File: config.mk
export PLATFORM = sky130hd
export DESIGN_NAME = pipeline_hazard_ctrl_flat
export DESIGN_NICKNAME = d
export VERILOG_FILES = /design/src/rtl/pipeline_hazard_ctrl_if.sv /design/src/rtl/pipeline_hazard_ctrl.sv /design/src/flat_wrapper.sv
export SDC_FILE = /design/constraint.sdc
export NUM_CORES = 1
export LEC_CHECK = 0
export CORE_ASPECT_RATIO = 0.75
export CORE_MARGIN = 8
export CORE_UTILIZATION = 40
export DETAILED_ROUTE_END_ITERATION = 8
export PLACE_DENSITY = 0.67
export SKIP_LAST_GASP = 1
export SLEW_MARGIN = 30
export SYNTH_ARGS = -nofsm -noshare
export SYNTH_HDL_FRONTEND = slang
export SYNTH_SLANG_ARGS = --single-unit
File: constraint.sdc
create_clock -name clk -period 4.8 [get_ports clk]
set_clock_uncertainty 0.05 [all_clocks]
set_input_delay 0.48 -clock clk [delete_from_list [all_inputs] [get_ports clk]]
set_output_delay 0.48 -clock clk [all_outputs]
set_load 0.05 [all_outputs]
File: src/rtl/pipeline_hazard_ctrl_if.sv
// rtl/pipeline_hazard_ctrl_if.sv - hazard controller signal bundle
// Ports (as interface members):
//   i_id_rs/i_id_rt/i_id_uses_rt/i_id_jump : ID-stage instruction fields
//   i_ex_mem_read/i_ex_rt/i_ex_branch_taken : ID/EX register and EX-stage status
//   i_mem_access/i_dmem_ready               : MEM-stage data-memory handshake
//   o_pc_write/o_if_id_write/o_if_id_flush/o_id_ex_flush/o_freeze : pipeline controls
//   o_mem_timeout, o_stall_count, o_flush_count                    : status
// master = pipeline side driving the inputs, slave = the controller.
interface pipeline_hazard_ctrl_if #(
  parameter int CNT_W = 16
);
  logic [4:0]       i_id_rs;
  logic [4:0]       i_id_rt;
  logic             i_id_uses_rt;
  logic             i_id_jump;
  logic             i_ex_mem_read;
  logic [4:0]       i_ex_rt;
  logic             i_ex_branch_taken;
  logic             i_mem_access;
  logic             i_dmem_ready;
  logic             o_pc_write;
  logic             o_if_id_write;
  logic             o_if_id_flush;
  logic             o_id_ex_flush;
  logic             o_freeze;
  logic             o_mem_timeout;
  logic [CNT_W-1:0] o_stall_count;
  logic [CNT_W-1:0] o_flush_count;

  modport master (
    output i_id_rs, i_id_rt, i_id_uses_rt, i_id_jump, i_ex_mem_read, i_ex_rt,
           i_ex_branch_taken, i_mem_access, i_dmem_ready,
    input  o_pc_write, o_if_id_write, o_if_id_flush, o_id_ex_flush, o_freeze,
           o_mem_timeout, o_stall_count, o_flush_count
  );

  modport slave (
    input  i_id_rs, i_id_rt, i_id_uses_rt, i_id_jump, i_ex_mem_read, i_ex_rt,
           i_ex_branch_taken, i_mem_access, i_dmem_ready,
    output o_pc_write, o_if_id_write, o_if_id_flush, o_id_ex_flush, o_freeze,
           o_mem_timeout, o_stall_count, o_flush_count
  );
endinterface

File: src/rtl/pipeline_hazard_ctrl.sv
// rtl/pipeline_hazard_ctrl.sv - 5-stage pipeline hazard, flush and memory-wait controller
// Ports:
//   clk   : rising-edge clock
//   reset : asynchronous active-low reset
//   hz    : pipeline_hazard_ctrl_if.slave (hazard inputs, pipeline control and status outputs)
// Priority each cycle: memory freeze > taken branch > jump > load-use stall.
module pipeline_hazard_ctrl #(
  parameter int CNT_W          = 16,
  parameter int TIMEOUT_CYCLES = 255
) (
  input  logic                   clk,
  input  logic                   reset,
  pipeline_hazard_ctrl_if.slave  hz
);

  typedef enum logic [1:0] {RUN, LU_BUBBLE, MEM_WAIT} state_e;

  state_e           state_q, state_d;
  logic [CNT_W-1:0] stall_cnt_q, stall_cnt_d;
  logic [CNT_W-1:0] flush_cnt_q, flush_cnt_d;
  logic [7:0]       wait_cnt_q, wait_cnt_d;
  logic             timeout_q, timeout_d;

  logic load_use, mem_wait;
  logic stall_ev, flush_ev, timeout_hit;
  logic [8:0] wait_cnt_inc;

  assign load_use = hz.i_ex_mem_read && (hz.i_ex_rt != 5'd0) &&
                    ((hz.i_ex_rt == hz.i_id_rs) ||
                     (hz.i_id_uses_rt && (hz.i_ex_rt == hz.i_id_rt)));
  assign mem_wait = hz.i_mem_access && !hz.i_dmem_ready;

  // Count including the current frozen cycle, so the flag shows up in the
  // very cycle the limit is reached rather than one cycle later.
  assign wait_cnt_inc = {1'b0, wait_cnt_q} + 9'd1;

  always_comb begin
    state_d          = state_q;
    wait_cnt_d       = wait_cnt_q;
    stall_ev         = 1'b0;
    flush_ev         = 1'b0;
    timeout_hit      = 1'b0;
    hz.o_pc_write    = 1'b1;
    hz.o_if_id_write = 1'b1;
    hz.o_if_id_flush = 1'b0;
    hz.o_id_ex_flush = 1'b0;
    hz.o_freeze      = 1'b0;
    // While reset is held the pipeline sees plain run controls.
    if (reset) begin
      if (mem_wait) begin
        hz.o_freeze      = 1'b1;
        hz.o_pc_write    = 1'b0;
        hz.o_if_id_write = 1'b0;
        state_d          = MEM_WAIT;
        if (state_q != MEM_WAIT) begin
          wait_cnt_d = 8'd0;
        end else begin
          if (wait_cnt_q != 8'hFF) wait_cnt_d = wait_cnt_q + 8'd1;
          timeout_hit = (wait_cnt_inc >= 9'(TIMEOUT_CYCLES));
        end
      end else begin
        state_d = RUN;
        if (hz.i_ex_branch_taken) begin
          hz.o_if_id_flush = 1'b1;
          hz.o_id_ex_flush = 1'b1;
          flush_ev         = 1'b1;
        end else if (hz.i_id_jump) begin
          hz.o_if_id_flush = 1'b1;
          flush_ev         = 1'b1;
        end else if (load_use && (state_q != LU_BUBBLE)) begin
          // The bubble in EX keeps mem_read/rt, so the same match seen in
          // LU_BUBBLE is stale and must not stall a second time.
          hz.o_pc_write    = 1'b0;
          hz.o_if_id_write = 1'b0;
          hz.o_id_ex_flush = 1'b1;
          stall_ev         = 1'b1;
          state_d          = LU_BUBBLE;
        end
      end
    end
  end

  always_comb begin
    stall_cnt_d = stall_cnt_q;
    flush_cnt_d = flush_cnt_q;
    if (stall_ev && (stall_cnt_q != '1)) stall_cnt_d = stall_cnt_q + CNT_W'(1);
    if (flush_ev && (flush_cnt_q != '1)) flush_cnt_d = flush_cnt_q + CNT_W'(1);
    timeout_d = timeout_q | timeout_hit;
  end

  always_ff @(posedge clk or negedge reset) begin
    if (!reset) begin
      state_q     <= RUN;
      stall_cnt_q <= '0;
      flush_cnt_q <= '0;
      wait_cnt_q  <= 8'd0;
      timeout_q   <= 1'b0;
    end else begin
      state_q     <= state_d;
      stall_cnt_q <= stall_cnt_d;
      flush_cnt_q <= flush_cnt_d;
      wait_cnt_q  <= wait_cnt_d;
      timeout_q   <= timeout_d;
    end
  end

  assign hz.o_mem_timeout = timeout_q | timeout_hit;
  assign hz.o_stall_count = stall_cnt_q;
  assign hz.o_flush_count = flush_cnt_q;

endmodule

File: src/flat_wrapper.sv
// flat-port wrapper written by rule: the top's interface ports become plain ports
module pipeline_hazard_ctrl_flat 
#(
  parameter int CNT_W          = 16,
  parameter int TIMEOUT_CYCLES = 255
)
  (clk, reset, hz_i_id_rs, hz_i_id_rt, hz_i_id_uses_rt, hz_i_id_jump, hz_i_ex_mem_read, hz_i_ex_rt, hz_i_ex_branch_taken, hz_i_mem_access, hz_i_dmem_ready, hz_o_pc_write, hz_o_if_id_write, hz_o_if_id_flush, hz_o_id_ex_flush, hz_o_freeze, hz_o_mem_timeout, hz_o_stall_count, hz_o_flush_count);
  pipeline_hazard_ctrl_if #(.CNT_W(CNT_W)) hz_i ();
  input  logic clk;
  input  logic reset;
  input wire logic [$bits(hz_i.i_id_rs)-1:0] hz_i_id_rs;
  input wire logic [$bits(hz_i.i_id_rt)-1:0] hz_i_id_rt;
  input wire logic [$bits(hz_i.i_id_uses_rt)-1:0] hz_i_id_uses_rt;
  input wire logic [$bits(hz_i.i_id_jump)-1:0] hz_i_id_jump;
  input wire logic [$bits(hz_i.i_ex_mem_read)-1:0] hz_i_ex_mem_read;
  input wire logic [$bits(hz_i.i_ex_rt)-1:0] hz_i_ex_rt;
  input wire logic [$bits(hz_i.i_ex_branch_taken)-1:0] hz_i_ex_branch_taken;
  input wire logic [$bits(hz_i.i_mem_access)-1:0] hz_i_mem_access;
  input wire logic [$bits(hz_i.i_dmem_ready)-1:0] hz_i_dmem_ready;
  output wire logic [$bits(hz_i.o_pc_write)-1:0] hz_o_pc_write;
  output wire logic [$bits(hz_i.o_if_id_write)-1:0] hz_o_if_id_write;
  output wire logic [$bits(hz_i.o_if_id_flush)-1:0] hz_o_if_id_flush;
  output wire logic [$bits(hz_i.o_id_ex_flush)-1:0] hz_o_id_ex_flush;
  output wire logic [$bits(hz_i.o_freeze)-1:0] hz_o_freeze;
  output wire logic [$bits(hz_i.o_mem_timeout)-1:0] hz_o_mem_timeout;
  output wire logic [$bits(hz_i.o_stall_count)-1:0] hz_o_stall_count;
  output wire logic [$bits(hz_i.o_flush_count)-1:0] hz_o_flush_count;
  assign hz_i.i_id_rs = hz_i_id_rs;
  assign hz_i.i_id_rt = hz_i_id_rt;
  assign hz_i.i_id_uses_rt = hz_i_id_uses_rt;
  assign hz_i.i_id_jump = hz_i_id_jump;
  assign hz_i.i_ex_mem_read = hz_i_ex_mem_read;
  assign hz_i.i_ex_rt = hz_i_ex_rt;
  assign hz_i.i_ex_branch_taken = hz_i_ex_branch_taken;
  assign hz_i.i_mem_access = hz_i_mem_access;
  assign hz_i.i_dmem_ready = hz_i_dmem_ready;
  assign hz_o_pc_write = hz_i.o_pc_write;
  assign hz_o_if_id_write = hz_i.o_if_id_write;
  assign hz_o_if_id_flush = hz_i.o_if_id_flush;
  assign hz_o_id_ex_flush = hz_i.o_id_ex_flush;
  assign hz_o_freeze = hz_i.o_freeze;
  assign hz_o_mem_timeout = hz_i.o_mem_timeout;
  assign hz_o_stall_count = hz_i.o_stall_count;
  assign hz_o_flush_count = hz_i.o_flush_count;
  pipeline_hazard_ctrl #(.CNT_W(CNT_W), .TIMEOUT_CYCLES(TIMEOUT_CYCLES)) u_core (.clk(clk), .reset(reset), .hz(hz_i));
endmodule
==> qor.csv <==
stage,metric,value,unit
global_route,grt_pass1_wl,10200,um
sta,fmax,295,MHz
sta,rsz0062_at_grt,no,
yosys,async_flop_share,100,%
yosys,ys_ff_latch,43,
pwr,powerDensity,295,nW/um^2
drt,drtIter0Drc,113,
sta,drv_slew,0,
worst_setup_path,r2r_cells,6,
cells_and_area,final_layout_size_suffix_gt1_share,9.06,%
worst_setup_path,r2r-start,u_core.wait_cnt_q[0],
global_route,antenna_found_initial,0,
die,core-area,6190,um^2
clock_tree,path_clk_slew,0.08,ns
pwr,vdd_drop_max,174,uV
yosys,avgSynthCellArea,9.78,um^2
yosys,ys_warn_count,0,
sta,setup_tns,0,ns
placed_design,routabilityCongestion,0.801,
clock_tree,root_buffer,clkbuf_8,
clock_tree,cts_buffer_depth,2,
cells_and_area,design_area,3270,um^2
sta,hold_viol_final,0,
worst_setup_path,rrSetupSlack,2.81,ns
pwr,p_total,0.967,mW
sta,slew_headroom,58.6,%
clock_tree,cts_tree,yes,
cells_and_area,area_delta_synth_final,30.7,%
drt,dr_total_vias,2099,
yosys,synth_cell_types,51,
placed_design,dp_hpwl,4540,um
worst_setup_path,path_max_fanout,5,
sta,post-route-min-period,3.39,ns
worst_setup_path,end_kind,output pin,
clock_tree,cts_made_buffers,5,
worst_setup_path,setup.worst_path.start_class,input port,
worst_setup_path,crit_arrival,2.86,ns
worst_setup_path,required,4.27,ns
clock_tree,clock_sinks,43,
worst_setup_path,r2r_end,u_core.wait_cnt_q[5],
clock_tree,htreeDepth,2,
placed_design,placed_area,3190,um^2
pwr,leakage,1.30,nW
die,die_area,9080,um^2
global_route,grt_use_total,13.7,%
clock_tree,clk_latency,0.30,ns
clock_tree,hold_buffers,0,
min_path,worstHoldPathType,in2async,
drt,avgRoutedWirePerCell,15.0,um
yosys,synth_nets,283,
drt,antenna_left,0,
die,num_rows,25,
yosys,syn-cell-area,2500,um^2
die,ioPinCount,61,
clock_tree,cts_setup_buffers,0,
yosys,ys.flop_type,dfrtp_1,
die,dieHeight,84.5,um
drt,avgViaCountPerCell,5.23,
global_route,overflow,0,
drt,firstDrtPassIters,4,
global_route,grt_max_degree,51,
drt,drc,0,
placed_design,port_buffers,60,
cells_and_area,final_nets,347,
die,initial_core_util,40.4,%
sta,finalSetupViolCount,0,
job,cap_viol_max_count,0,
cells_and_area,n_antenna_cell,0,
drt,wirelength,6000,um
worst_setup_path,critical_path_class,in2out,
yosys,ys_seq_area_share,43.0,%
yosys,synth_edf_count,0,
global_route,grt_pass1_vias,2114,
sta,post-route-period-util,70.6,%
die,die_w,107,um
status,status,"finished, final reports clean",
sta,worst_pin_slew,0.621,ns
clock_tree,post_cts_resize_count,0,
yosys,synthCells,256,
==> routing by layer <==
metal / GRT usage [%] / vias up / part of all wire, %
li1: - / 1055 / -
met1: 18.4 / 987 / 48
met2: 20.4 / 50 / 45
met3: 4.44 / 7 / 5.7
met4: 4.52 / 0 / 1.1
met5: 0 / - / 0
==> synth_stat cells (2+ instances only) <==
library cell  count  area share, %
ha_1              4            2.0
o21ai_0           9            1.8
nor3_2            2           0.80
and4_1            3            1.0
nand3_2           3            1.2
nand2b_1          7            1.7
mux2_2            3            1.3
dfrtp_1          43             43
nor3_1            4           0.80
buf_2             3           0.60
nor4b_1           4            1.4
nand3b_1          3           0.90
nand3_1          17            3.4
xnor2_1          31             11
nand2_1          23            3.4
a21oi_1          10            2.0
nand4_1          18            4.5
xor2_1            7            2.4
and2_1            3           0.75
and3_1            5            1.2
inv_1             5           0.75
nor2_1           20            3.0
==> final cells by class <==
| cell class | instances | area (um^2) |
|---|---|---|
| inverters | 6 | 22.5 |
| clock inverters | 1 | 5.00 |
| clock buffers | 6 | 82.6 |
| repair buffers | 61 | 603 |
| well taps | 81 | 101 |
| fillers | 590 | 2920 |
| multi-input cells | 203 | 1380 |
| flip-flops and latches | 43 | 1080 |
==> logic make-up (layout without fill, tap and decap cells) <==
| kind of cell | count (synthesis) | count (layout) | share of synthesized area (%) |
|---|---|---|---|
| xor+xnor | 38 | 38 | 13.3 |
| flops | 43 | 43 | 43.0 |
| mux | 4 | 4 | 1.95 |
| compound gates | 29 | 29 | 7.44 |
| buf+inv | 10 | 74 | 1.80 |
| simple gates | 128 | 128 | 30.6 |
| fa+ha+maj | 4 | 4 | 2.00 |
==> sequential cells by signal (all words and copies together), names as in the netlist <==
name	count
u_core.state_q	2
u_core.hz.o_flush_count	16
u_core.wait_cnt_q	8
u_core.hz.o_stall_count	16
u_core.timeout_q	1
==> worst max-delay path: stages <==
cell and delay, ns:
clkdlybuf4s50_1 0.47, or4_4 0.57, nor2_4 0.17, nor2_1 0.10, a31oi_1 0.22, clkdlybuf4s50_1 0.84
==> placed cells by master, fill, tap and decap left out, drive strengths merged, types with 5 or more instances in the layout <==
| cell | synthesis | final |
|---|---|---|
| clkdlybuf4s50 | 0 | 59 |
| dfrtp | 43 | 43 |
| xnor2 | 31 | 31 |
| nand2 | 23 | 23 |
| nor2 | 21 | 21 |
| nand3 | 20 | 20 |
| nand4 | 19 | 19 |
| a21oi | 10 | 10 |
| o21ai | 10 | 10 |
| nand2b | 7 | 7 |
| xor2 | 7 | 7 |
| clkbuf | 0 | 6 |
| and3 | 6 | 6 |
| nor3 | 6 | 6 |
| inv | 5 | 5 |
==> stage by stage <==
stage / hold slack [ns] / setup slack (ns) / util, % / cells
final: 0.245 / 1.41 / 52.9 / 401
after global routing: 0.313 / 1.21 / 52.9 / 401
after CTS: 0.282 / 1.38 / 52.9 / 401
after detailed placement: 0.431 / 1.39 / 51.5 / 394
after global placement: 0.431 / 1.40 / 51.5 / 394
after floorplan: 0.134 / 1.63 / - / 256
==> worst max path at each step <==
| stage | start | end | slack [ns] | cells past startpoint |
|---|---|---|---|---|
| 3_5_place_dp | hz_i_ex_rt[0] | hz_o_if_id_write | 1.39 | 6 |
| 6_report | hz_i_ex_rt[0] | hz_o_if_id_write | 1.41 | 6 |
| 3_3_place_gp | hz_i_ex_rt[0] | hz_o_pc_write | 1.40 | 6 |
| 2_1_floorplan | reset | hz_o_pc_write | 1.63 | 5 |
| 5_1_grt | hz_i_ex_rt[1] | hz_o_id_ex_flush | 1.21 | 7 |
| 4_1_cts | hz_i_ex_rt[0] | hz_o_if_id_write | 1.38 | 6 |
==> where the power goes <==
group | switching [mW] | leakage [nW] | internal (mW)
Clock | 0.129 | 0.0470 | 0.113
Combinational | 0.177 | 0.666 | 0.111
Sequential | 0.0439 | 0.585 | 0.393
No activity file was read; power rests on OpenSTA's default activity.
